**config.mk**
```make
export PLATFORM = sky130hd
export DESIGN_NAME = handshake_rr_arbiter
export DESIGN_NICKNAME = d
export VERILOG_FILES = /design/src/rtl/hs_arb_pkg.sv /design/src/rtl/rr_pick.sv /design/src/rtl/handshake_rr_arbiter.sv
export SDC_FILE = /design/constraint.sdc
export NUM_CORES = 1
export LEC_CHECK = 0
export BUFFER_PORTS_ARGS = -buffer_cell sky130_fd_sc_hd__buf_4
export CAP_MARGIN = 10
export CORE_ASPECT_RATIO = 0.75
export CORE_MARGIN = 2
export CORE_UTILIZATION = 45
export DETAILED_ROUTE_END_ITERATION = 8
export GPL_ROUTABILITY_DRIVEN = 1
export PLACE_DENSITY = 0.8
export SYNTH_ARGS = -nofsm -noshare
export SYNTH_HDL_FRONTEND = slang
export SYNTH_SLANG_ARGS = --single-unit
```
**constraint.sdc**
```tcl
create_clock -name clk -period 2.6 [get_ports clk]
set_clock_uncertainty 0.15 [all_clocks]
set_input_delay 0.26 -clock clk [delete_from_list [all_inputs] [get_ports clk]]
set_output_delay 0.26 -clock clk [all_outputs]
set_load 0.05 [all_outputs]
```
**src/rtl/hs_arb_pkg.sv**
```systemverilog
// Shared definitions for the handshake round-robin arbiter and related
// shared-channel controllers: FSM state type, default data width and the
// round-robin index helper.
package hs_arb_pkg;

  typedef enum logic [1:0] {
    IDLE,
    ISSUE,
    WAIT_RSP
  } arb_state_t;

  localparam int unsigned HS_ARB_WIDTH = 32;

  // Index following idx in a ring of n entries.
  function automatic int unsigned next_rr(input int unsigned idx, input int unsigned n);
    return (idx + 1 >= n) ? 0 : idx + 1;
  endfunction

endpackage

```
**src/rtl/rr_pick.sv**
```systemverilog
// Combinational round-robin picker.
//   req_i  : request vector, one bit per requester
//   last_i : index of the most recently served requester
//   gnt_o  : one-hot grant (zero when no request)
//   idx_o  : index of the granted requester (zero when no request)
// The scan starts at last_i+1 and wraps, so last_i has lowest priority.
module rr_pick
  import hs_arb_pkg::*;
#(
  parameter int unsigned NREQ = 2
) (
  input  logic [NREQ-1:0]         req_i,
  input  logic [$clog2(NREQ)-1:0] last_i,
  output logic [NREQ-1:0]         gnt_o,
  output logic [$clog2(NREQ)-1:0] idx_o
);

  localparam int unsigned IW = $clog2(NREQ);

  logic [IW-1:0] cand;
  logic          found;

  always_comb begin
    gnt_o = '0;
    idx_o = '0;
    found = 1'b0;
    cand  = IW'(next_rr(32'(last_i), NREQ));
    for (int unsigned k = 0; k < NREQ; k++) begin
      if (!found && req_i[cand]) begin
        found       = 1'b1;
        gnt_o[cand] = 1'b1;
        idx_o       = cand;
      end
      cand = IW'(next_rr(32'(cand), NREQ));
    end
  end

endmodule

```
**src/rtl/handshake_rr_arbiter.sv**
```systemverilog
// Round-robin arbiter sharing one downstream request/response channel
// between NREQ upstream requesters, one transaction outstanding at a time.
//   clk, rst            : clock, asynchronous active-high reset
//   up_valid/up_port1   : per-requester request valid and request words
//   up_ready            : combinational accept, one-hot or zero (IDLE only)
//   up_rsp_valid        : one-cycle response pulse to the granted requester
//   up_port2/up_rsp_err : broadcast response word / timeout flag (data 0)
//   dn_valid/dn_ready   : downstream request handshake, dn_port1 registered
//   dn_rsp_valid/dn_port2 : downstream response
//   busy                : a transaction is in flight
// TIMEOUT bounds the cycles spent waiting for a response; 0 disables it.
module handshake_rr_arbiter
  import hs_arb_pkg::*;
#(
  parameter int unsigned NREQ    = 2,
  parameter int unsigned WIDTH   = HS_ARB_WIDTH,
  parameter int unsigned TIMEOUT = 255
) (
  input  logic                  clk,
  input  logic                  rst,
  input  logic [NREQ-1:0]       up_valid,
  input  logic [NREQ*WIDTH-1:0] up_port1,
  output logic [NREQ-1:0]       up_ready,
  output logic [NREQ-1:0]       up_rsp_valid,
  output logic [WIDTH-1:0]      up_port2,
  output logic                  up_rsp_err,
  output logic                  dn_valid,
  input  logic                  dn_ready,
  output logic [WIDTH-1:0]      dn_port1,
  input  logic                  dn_rsp_valid,
  input  logic [WIDTH-1:0]      dn_port2,
  output logic                  busy
);

  localparam int unsigned IW    = $clog2(NREQ);
  localparam int unsigned CW    = (TIMEOUT > 0) ? $clog2(TIMEOUT + 1) : 1;
  localparam logic        TO_EN = (TIMEOUT != 0);
  localparam logic [CW-1:0] CNT_LAST = (TIMEOUT > 0) ? CW'(TIMEOUT - 1) : '0;
  localparam logic [CW-1:0] CNT_ONE  = CW'(1);

  arb_state_t state_q, state_d;
  logic [IW-1:0]    grant_q, grant_d;
  logic [IW-1:0]    last_q, last_d;
  logic [CW-1:0]    cnt_q, cnt_d;
  logic             dn_valid_q, dn_valid_d;
  logic [WIDTH-1:0] dn_port1_q, dn_port1_d;
  logic [NREQ-1:0]  up_rsp_valid_q, up_rsp_valid_d;
  logic [WIDTH-1:0] up_port2_q, up_port2_d;
  logic             up_rsp_err_q, up_rsp_err_d;

  logic [NREQ-1:0]  req_elig;
  logic [NREQ-1:0]  pick_gnt;
  logic [IW-1:0]    pick_idx;
  logic [WIDTH-1:0] pick_word;

  // A requester receiving its response pulse this cycle is held out of
  // arbitration so it never sees ready and rsp_valid together.
  assign req_elig = up_valid & ~up_rsp_valid_q;

  rr_pick #(
    .NREQ(NREQ)
  ) u_pick (
    .req_i (req_elig),
    .last_i(last_q),
    .gnt_o (pick_gnt),
    .idx_o (pick_idx)
  );

  always_comb begin
    pick_word = '0;
    for (int unsigned i = 0; i < NREQ; i++) begin
      if (pick_gnt[i]) pick_word = up_port1[i*WIDTH +: WIDTH];
    end
  end

  always_comb begin
    up_ready = '0;
    if (state_q == IDLE) up_ready = pick_gnt;
  end

  always_comb begin
    state_d        = state_q;
    grant_d        = grant_q;
    last_d         = last_q;
    cnt_d          = cnt_q;
    dn_valid_d     = dn_valid_q;
    dn_port1_d     = dn_port1_q;
    up_rsp_valid_d = '0;
    up_port2_d     = '0;
    up_rsp_err_d   = 1'b0;
    case (state_q)
      IDLE: begin
        if (|pick_gnt) begin
          grant_d    = pick_idx;
          dn_port1_d = pick_word;
          dn_valid_d = 1'b1;
          state_d    = ISSUE;
        end
      end
      ISSUE: begin
        if (dn_ready) begin
          dn_valid_d = 1'b0;
          cnt_d      = '0;
          state_d    = WAIT_RSP;
        end
      end
      WAIT_RSP: begin
        // Response is checked first so it wins over a coincident expiry.
        if (dn_rsp_valid) begin
          up_rsp_valid_d[grant_q] = 1'b1;
          up_port2_d              = dn_port2;
          last_d                  = grant_q;
          state_d                 = IDLE;
        end else if (TO_EN && (cnt_q == CNT_LAST)) begin
          up_rsp_valid_d[grant_q] = 1'b1;
          up_rsp_err_d            = 1'b1;
          last_d                  = grant_q;
          state_d                 = IDLE;
        end else if (cnt_q != '1) begin
          cnt_d = cnt_q + CNT_ONE;
        end
      end
      default: state_d = IDLE;
    endcase
  end

  always_ff @(posedge clk or posedge rst) begin
    if (rst) begin
      state_q        <= IDLE;
      grant_q        <= '0;
      last_q         <= IW'(NREQ - 1);
      cnt_q          <= '0;
      dn_valid_q     <= 1'b0;
      dn_port1_q     <= '0;
      up_rsp_valid_q <= '0;
      up_port2_q     <= '0;
      up_rsp_err_q   <= 1'b0;
    end else begin
      state_q        <= state_d;
      grant_q        <= grant_d;
      last_q         <= last_d;
      cnt_q          <= cnt_d;
      dn_valid_q     <= dn_valid_d;
      dn_port1_q     <= dn_port1_d;
      up_rsp_valid_q <= up_rsp_valid_d;
      up_port2_q     <= up_port2_d;
      up_rsp_err_q   <= up_rsp_err_d;
    end
  end

  assign dn_valid     = dn_valid_q;
  assign dn_port1     = dn_port1_q;
  assign up_rsp_valid = up_rsp_valid_q;
  assign up_port2     = up_port2_q;
  assign up_rsp_err   = up_rsp_err_q;
  assign busy         = (state_q != IDLE);

endmodule

```
==> impl_metrics.csv, run 1 <==
group,metric,value,unit
outcome,status,"finished, final reports clean",
placed_design,gp_congestion,0.869,
synth,synth_flop_cell,"dfrtp_1",
worst_setup_path,critPathSlowestCell,"dfrtp_1",
worst_setup_path,worstSetupPathType,"reg -> out",
synth,synth_warnings,0,
pwr,leakagePower,2.63,nW
worst_setup_path,rr_worst_depth,5,
synth,ys_seq_elements,80,
synth,postSynthAreaPerCell,11.2,sq um
floorplanning,coreArea,0.00686,sq mm
synth,synth_nets,393,
sta,fin_crit_sh,84.6,%
routing,first_iter_violations,78,
worst_setup_path,required,2.19,ns
worst_setup_path,crit_arrival,1.79,ns
floorplanning,die_y,77.4,um
global_route,grt_pass1_wl,14500,um
global_route,antenna_found_initial,0,
sta,rsz0062_at_grt,"false",
global_route,track_usage,24.4,%
routing,vias,2889,
clock_network,clk_latency,0.35,ns
synth,seq_area_frac_synth,62.1,%
clock_network,cts_root_buffer,"clkbuf_8",
cells_and_area,final_util,75.2,%
worst_setup_path,critPathMaxStageDelay,0.38,ns
floorplanning,start_util,47.0,%
synth,synth_edf_count,0,
global_route,grt_max_degree,68,
cells_and_area,seq_area,0.00200,sq mm
worst_setup_path,worstSetupStartpoint,"up_rsp_valid[0]",
floorplanning,ios,173,
synth,async_reset_ff_share,100,%
sta,fmax,455,MHz
routing,ant_nets,0,
clock_network,cts.sinks,80,
floorplanning,die_x,102,um
flow_run,timing.max_cap.violations,0,
clock_network,h-tree-depth,3,
synth,synth.distinct_cells,35,
clock_network,numCtsBuffers,9,
cells_and_area,fill_cells,450,
worst_setup_path,startpoint_type,"register",
floorplanning,row_count,26,
sta,max-slew-margin-rel,59.0,%
routing,vias_per_cell,4.83,
placed_design,io_buffer_count,172,
worst_setup_path,cpMostUsedCell,"buf_4",
global_route,grt-ovfl-total,0,
worst_setup_path,worstPathCellList,"nor2b_1 > a21oi_2 > buf_4 > and2_1 > buf_4",
worst_setup_path,endpoint,"up_ready[1]",
placed_design,dp_hpwl,5870,um
floorplanning,die_area,0.00787,sq mm
worst_setup_path,rr_endpoint,"dn_port1[7]",
cells_and_area,design_area,0.00516,sq mm
placed_design,postPlaceCellArea,0.00463,sq mm
clock_network,cts_tree,"built",
routing,wirelength,9360,um
worst_setup_path,r2r_slack,0.69,ns
routing,drc,0,
routing,wl_per_cell,15.7,um
cells_and_area,fin_nets,599,
clock_network,cts.path.max_buffers,2,
min_path,hp-class,"in -> reg",
clock_network,clk_pin_slew,0.08,ns
pwr,peakVddDrop,0.522,mV
sta,tns,0,ns
sta,min_period,2.20,ns
clock_network,ctsResizeCount,0,
worst_setup_path,r2r_start,"up_rsp_valid[0]",
synth,syn_inst,289,
sta,tightest_slew,0.614,ns
worst_setup_path,cp-end-kind,"primary output",
worst_setup_path,path_max_fanout,33,
cells_and_area,antenna_cells,0,
global_route,grt_pass1_vias,2922,
routing,first_pass_iters,4,
cells_and_area,syn_to_final_growth,59.8,%
sta,finalMaxSlewViolations,0,
cells_and_area,multi_input_area,0.00114,sq mm
pwr,cellPowerDensity,972,mW/mm^2
synth,syn_area,0.00323,sq mm
sta,setup_violations,0,
cells_and_area,drive_gt1_share,40.0,%
sta,hold_ws,0.0279,ns
pwr,power,5.01,mW
sta,finalHoldViolations,0,
[routing by layer]
layer | share of wire [%] | wire, um | global-route usage [%] | up-vias
met2 | 48 | 4480 | 39.7 | 126
met5 | 0 | 0 | 0 | -
met4 | 0.96 | 90 | 6.22 | 0
li1 | - | - | - | 1410
met3 | 10 | 962 | 11.8 | 10
met1 | 41 | 3830 | 29.0 | 1343
[through the flow]
step / cells / setup WS [ns]
2_1_floorplan: 289 / 0.140
3_3_place_gp: 547 / 0.768
3_5_place_dp: 547 / 0.740
4_1_cts: 598 / 0.366
5_1_grt: 598 / 0.254
6_report: 598 / 0.401
[worst min-delay path by stage]
stage / startpoint / endpoint / slack, ns / depth (start not counted)
floorplan: dn_rsp_valid / up_rsp_err / 0.18 / 1
global placement: rst / up_port2[16] / 0.20 / 2
detailed placement: rst / up_port2[16] / 0.20 / 2
CTS: up_port1[29] / dn_port1[29] / 0.02 / 3
global route: up_port1[29] / dn_port1[29] / 0.04 / 3
finish: up_port1[29] / dn_port1[29] / 0.03 / 3
[worst max-delay path, delay by kind of cell (launching register included)]
family,cells,cell delay [ns]
and+or+nand+nor,2,0.53
buffers and inverters,2,0.43
DFF,1,0.38
AOI/OAI and AO/OA,1,0.09
[logic make-up after synthesis]
kind of cell	Yosys count	share of synthesized area, %
compound gates	83	16.5
xor+xnor	5	1.36
fa+ha+maj	2	0.775
buf+inv	22	2.95
flops	80	62.1
mux	1	0.349
simple gates	96	16.0
[layout make-up]
class / instances / share of cell area, %
Tap cell: 98 / 2.38
Multi-Input combinational cell: 187 / 22.1
Timing Repair Buffer: 212 / 32.8
Clock buffer: 11 / 2.74
Clock inverter: 5 / 0.776
Inverter: 5 / 0.388
Sequential cell: 80 / 38.8
[placed cells by master, fill, tap and decap left out, types with 3 or more instances in the layout]
cell / netlist / layout
buf_4: 0 / 176
dfrtp_1: 79 / 79
and2_1: 36 / 36
nand2_1: 35 / 35
dlygate4sd3_1: 0 / 35
a22oi_1: 32 / 32
o21ai_0: 21 / 21
o21ai_1: 18 / 17
clkbuf_8: 0 / 10
nor2_1: 8 / 8
xor2_1: 5 / 5
inv_1: 5 / 4
nand2b_1: 3 / 3
clkinvlp_4: 0 / 3
[registers in the layout, summed over array words and instances (netlist names)]
| name | count |
|---|---|
| cnt_q | 8 |
| dn_port1 | 32 |
| dn_valid | 1 |
| grant_q | 1 |
| last_q | 1 |
| state_q | 2 |
| up_port2 | 32 |
| up_rsp_err | 1 |
| up_rsp_valid | 2 |
[power breakdown]
part	switching, mW	total (mW)	internal [mW]
combinational	1.66	2.42	0.760
sequential	0.176	1.73	1.56
clock	0.478	0.857	0.378
total	2.32	5.01	2.70
[synth_stat cells (2+ instances only)]
library cell,number,area [sq um]
o21a_1,2,15.0
o21ai_1,18,90.1
clkbuf_1,7,26.3
nand2b_1,3,18.8
xor2_1,5,43.8
nor3_1,2,10.0
and2_1,36,225
buf_2,10,50.1
ha_1,2,25.0
o211ai_1,2,15.0
a21o_1,2,15.0
inv_1,5,18.8
o2111ai_1,2,17.5
o21ai_0,21,105
nor2b_1,2,12.5
dfrtp_1,79,1980
nor2_1,8,30.0
a22oi_1,32,240
nand2_1,35,131
[timing repair]
action | in CTS | in global routing
setup buffers | 0 | 0
hold buffers | 35 | 0
endpoints found under the hold margin | 66 | 0
Note: power is estimated with default switching activity, not from simulation.
==> run 2, diff against run 1 <==
ABC_AREA = 1   (was unset)
PLACE_DENSITY = 0.78   (was 0.8)
clock period = 2.1 ns   (was 2.6 ns; I/O delays follow)
==> run 2 against run 1 <==
Effect of this change: combinational power up 38%; synthesized cell count is 60% higher; global-route usage hardly changed; final area increased by 12%; hold slack got worse by 0.016 ns; sequential share of layout area shrank 4.2 points; total power increased by 29%; largest power group unchanged; via count up 30%; routed wire length up 15%; critical endpoint unchanged; non-clock buffer count up 25; critical path type unchanged; critical path depth is 1 lower.
==> impl_metrics.csv, run 2 <==
group,metric,value,unit
sta,fmax,541,MHz
worst_setup_path,required,1.74,ns
cells_and_area,syn_to_final_growth,57.3,%
floorplanning,die_y,82.3,um
cells_and_area,layout_common_cells,"252 x nand2_1, 175 x buf_4, 79 x dfrtp_1",
routing,vias,3764,
sta,fin_crit_sh,88.1,%
floorplanning,coreArea,0.00792,sq mm
worst_setup_path,critPathMaxStageDelay,0.42,ns
global_route,grt_max_degree,37,
pwr,peakVddDrop,0.762,mV
routing,highest_layer,"met4",
pwr,leakagePower,3.17,nW
global_route,grt-ovfl-total,0,
placed_design,gp_congestion,0.892,
cells_and_area,fin_nets,794,
floorplanning,die_area,0.00892,sq mm
flow_run,timing.max_cap.violations,0,
routing,vias_per_cell,4.71,
routing,wl_per_cell,13.4,um
synth,seq_area_frac_synth,54.5,%
worst_setup_path,worstPathCellList,"nor2_1 > inv_1 > nor2_1 > buf_4",
clock_network,cts.sinks,80,
synth,synth.distinct_cells,27,
placed_design,io_buffer_count,172,
worst_setup_path,startpoint_type,"register",
worst_setup_path,worstSetupPathType,"reg -> out",
global_route,grt_pass1_vias,3595,
synth,synth_warnings,0,
synth,yosys.area.top_type,"dfrtp_1",
clock_network,clk_pin_slew,0.08,ns
synth,postSynthAreaPerCell,7.94,sq um
cells_and_area,multi_input_area,0.00145,sq mm
cells_and_area,layout_commonest_cell,"nand2_1",
cells_and_area,drive_gt1_share,32.3,%
worst_setup_path,cp-end-kind,"primary output",
floorplanning,start_util,46.5,%
synth,synth_nets,567,
synth,ys_seq_elements,80,
worst_setup_path,crit_arrival,1.49,ns
sta,tightest_slew,0.581,ns
clock_network,postCtsSetupBuffers,0,
synth,synth_flop_cell,"dfrtp_1",
sta,finalHoldViolations,0,
global_route,track_usage,24.3,%
synth,netlist_top_cells_area,"dfrtp_1 54%, nand2_1 26%, nor2_1 4.5%",
worst_setup_path,crit_family,"flip-flops",
clock_network,cts_tree,"built",
worst_setup_path,cpMostUsedCell,"nor2_1",
routing,dr_wl_met3,1160,um
routing,drc,0,
synth,syn_area,0.00368,sq mm
synth,synth_most_common_cell,"nand2_1",
placed_design,dp_hpwl,6780,um
cells_and_area,fill_cells,578,
synth,synth_edf_count,0,
global_route,antenna_found_initial,0,
clock_network,cts.path.max_buffers,2,
synth,ys_top_cells_by_count,"252 x nand2_1, 79 x dfrtp_1, 44 x nor2_1",
worst_setup_path,worst-path-buf-inv,2,
worst_setup_path,critPathSlowestCell,"dfrtp_1",
pwr,cellPowerDensity,1110,mW/mm^2
routing,dr_wl_met2,4970,um
pwr,power,6.45,mW
synth,synthDominantCellAreaShare,53.7,%
floorplanning,die_x,108,um
routing,first_pass_iters,5,
cells_and_area,antenna_cells,0,
worst_setup_path,path_max_fanout,4,
cells_and_area,design_area,0.00579,sq mm
sta,tns,0,ns
sta,setup_violations,0,
routing,ant_nets,0,
global_route,grt_pass1_wl,16800,um
routing,wirelength,10700,um
routing,wl_met1,4450,um
sta,min_period,1.85,ns
clock_network,h-tree-depth,3,
min_path,hp-class,"in -> reg",
sta,rsz0062_at_grt,"false",
sta,finalMaxSlewViolations,0,
routing,first_iter_violations,208,
clock_network,clk_latency,0.34,ns
floorplanning,row_count,28,
outcome,status,"finished, final reports clean",
sta,max-slew-margin-rel,61.2,%
synth,async_reset_ff_share,100,%
synth,syn_inst,463,
floorplanning,ios,173,
clock_network,cts_root_buffer,"clkbuf_8",
cells_and_area,seq_area,0.00200,sq mm
clock_network,numCtsBuffers,9,
placed_design,postPlaceCellArea,0.00502,sq mm
## run 2: changes by cell type after synthesis, sizes merged, moves of 6 or more
| cell | delta |
|---|---|
| and2 | -36 |
| inv | +16 |
| o21ai | -27 |
| nand3 | +11 |
| a22oi | -32 |
| buf | +6 |
| nor2 | +39 |
| nand2 | +226 |
## run 2: tightest hold or removal path, delay by kind of cell
kind	cells	cell delay, ns
buffers and inverters	1	0.08
and+or+nand+nor	4	0.18
## run 2: stage by stage
stage	std cells	hold slack [ns]	util [%]	setup WS, ns
floorplan	463	0.146	-	0.113
global placement	724	0.143	63.4	0.507
detailed placement	724	0.152	63.4	0.442
CTS	798	0.000391	73.0	0.231
global route	799	0.0140	73.1	0.126
finish	799	0.0120	73.1	0.251
## run 2: worst paths after layout
check	slack (ns)	from	cells past startpoint	end
min reg2reg	0.33	dn_port1[19]	2	dn_port1[19]
max	0.25	state_q[1]	4	up_ready[1]
min	0.01	up_port1[31]	5	dn_port1[31]
min in group asynchronous	0.35	rst	3	up_port2[15]
max reg2reg	0.43	cnt_q[0]	6	cnt_q[6]
max in group asynchronous	0.85	rst	4	last_q
## run 2: power by group
group | switching [mW] | internal [mW]
Clock | 0.544 | 0.426
Sequential | 0.212 | 1.92
Combinational | 2.36 | 0.987
Total | 3.11 | 3.34
## run 2: repair_timing
action                                  CTS  global route
endpoints found under the setup margin    0             0
hold buffers                             59             1
endpoints found under the hold margin    72             1
resized for setup                         0             0
## run 2: cells by family (layout without fill, tap and decap cells)
group / count (synthesis) / count (layout) / share of synthesized area [%]
compound gates: 16 / 16 / 3.84
fa+ha+maj: 2 / 2 / 0.680
buf+inv: 42 / 273 / 6.26
flops: 80 / 80 / 54.5
simple gates: 323 / 323 / 34.8
## run 2: metal layers
metal  vias to the layer above  track usage, %
met5                         -               0
met4                         0            6.15
met1                      1745            30.0
met2                       161            40.7
li1                       1842               -
met3                        16            9.42
## run 2: cell type report
class / count / share of cell area, %
inverters: 21 / 1.43
well taps: 105 / 2.27
clock inverters: 6 / 0.778
clock buffers: 9 / 2.14
repair buffers: 237 / 33.8
multi-input cells: 341 / 25.0
flip-flops and latches: 80 / 34.6
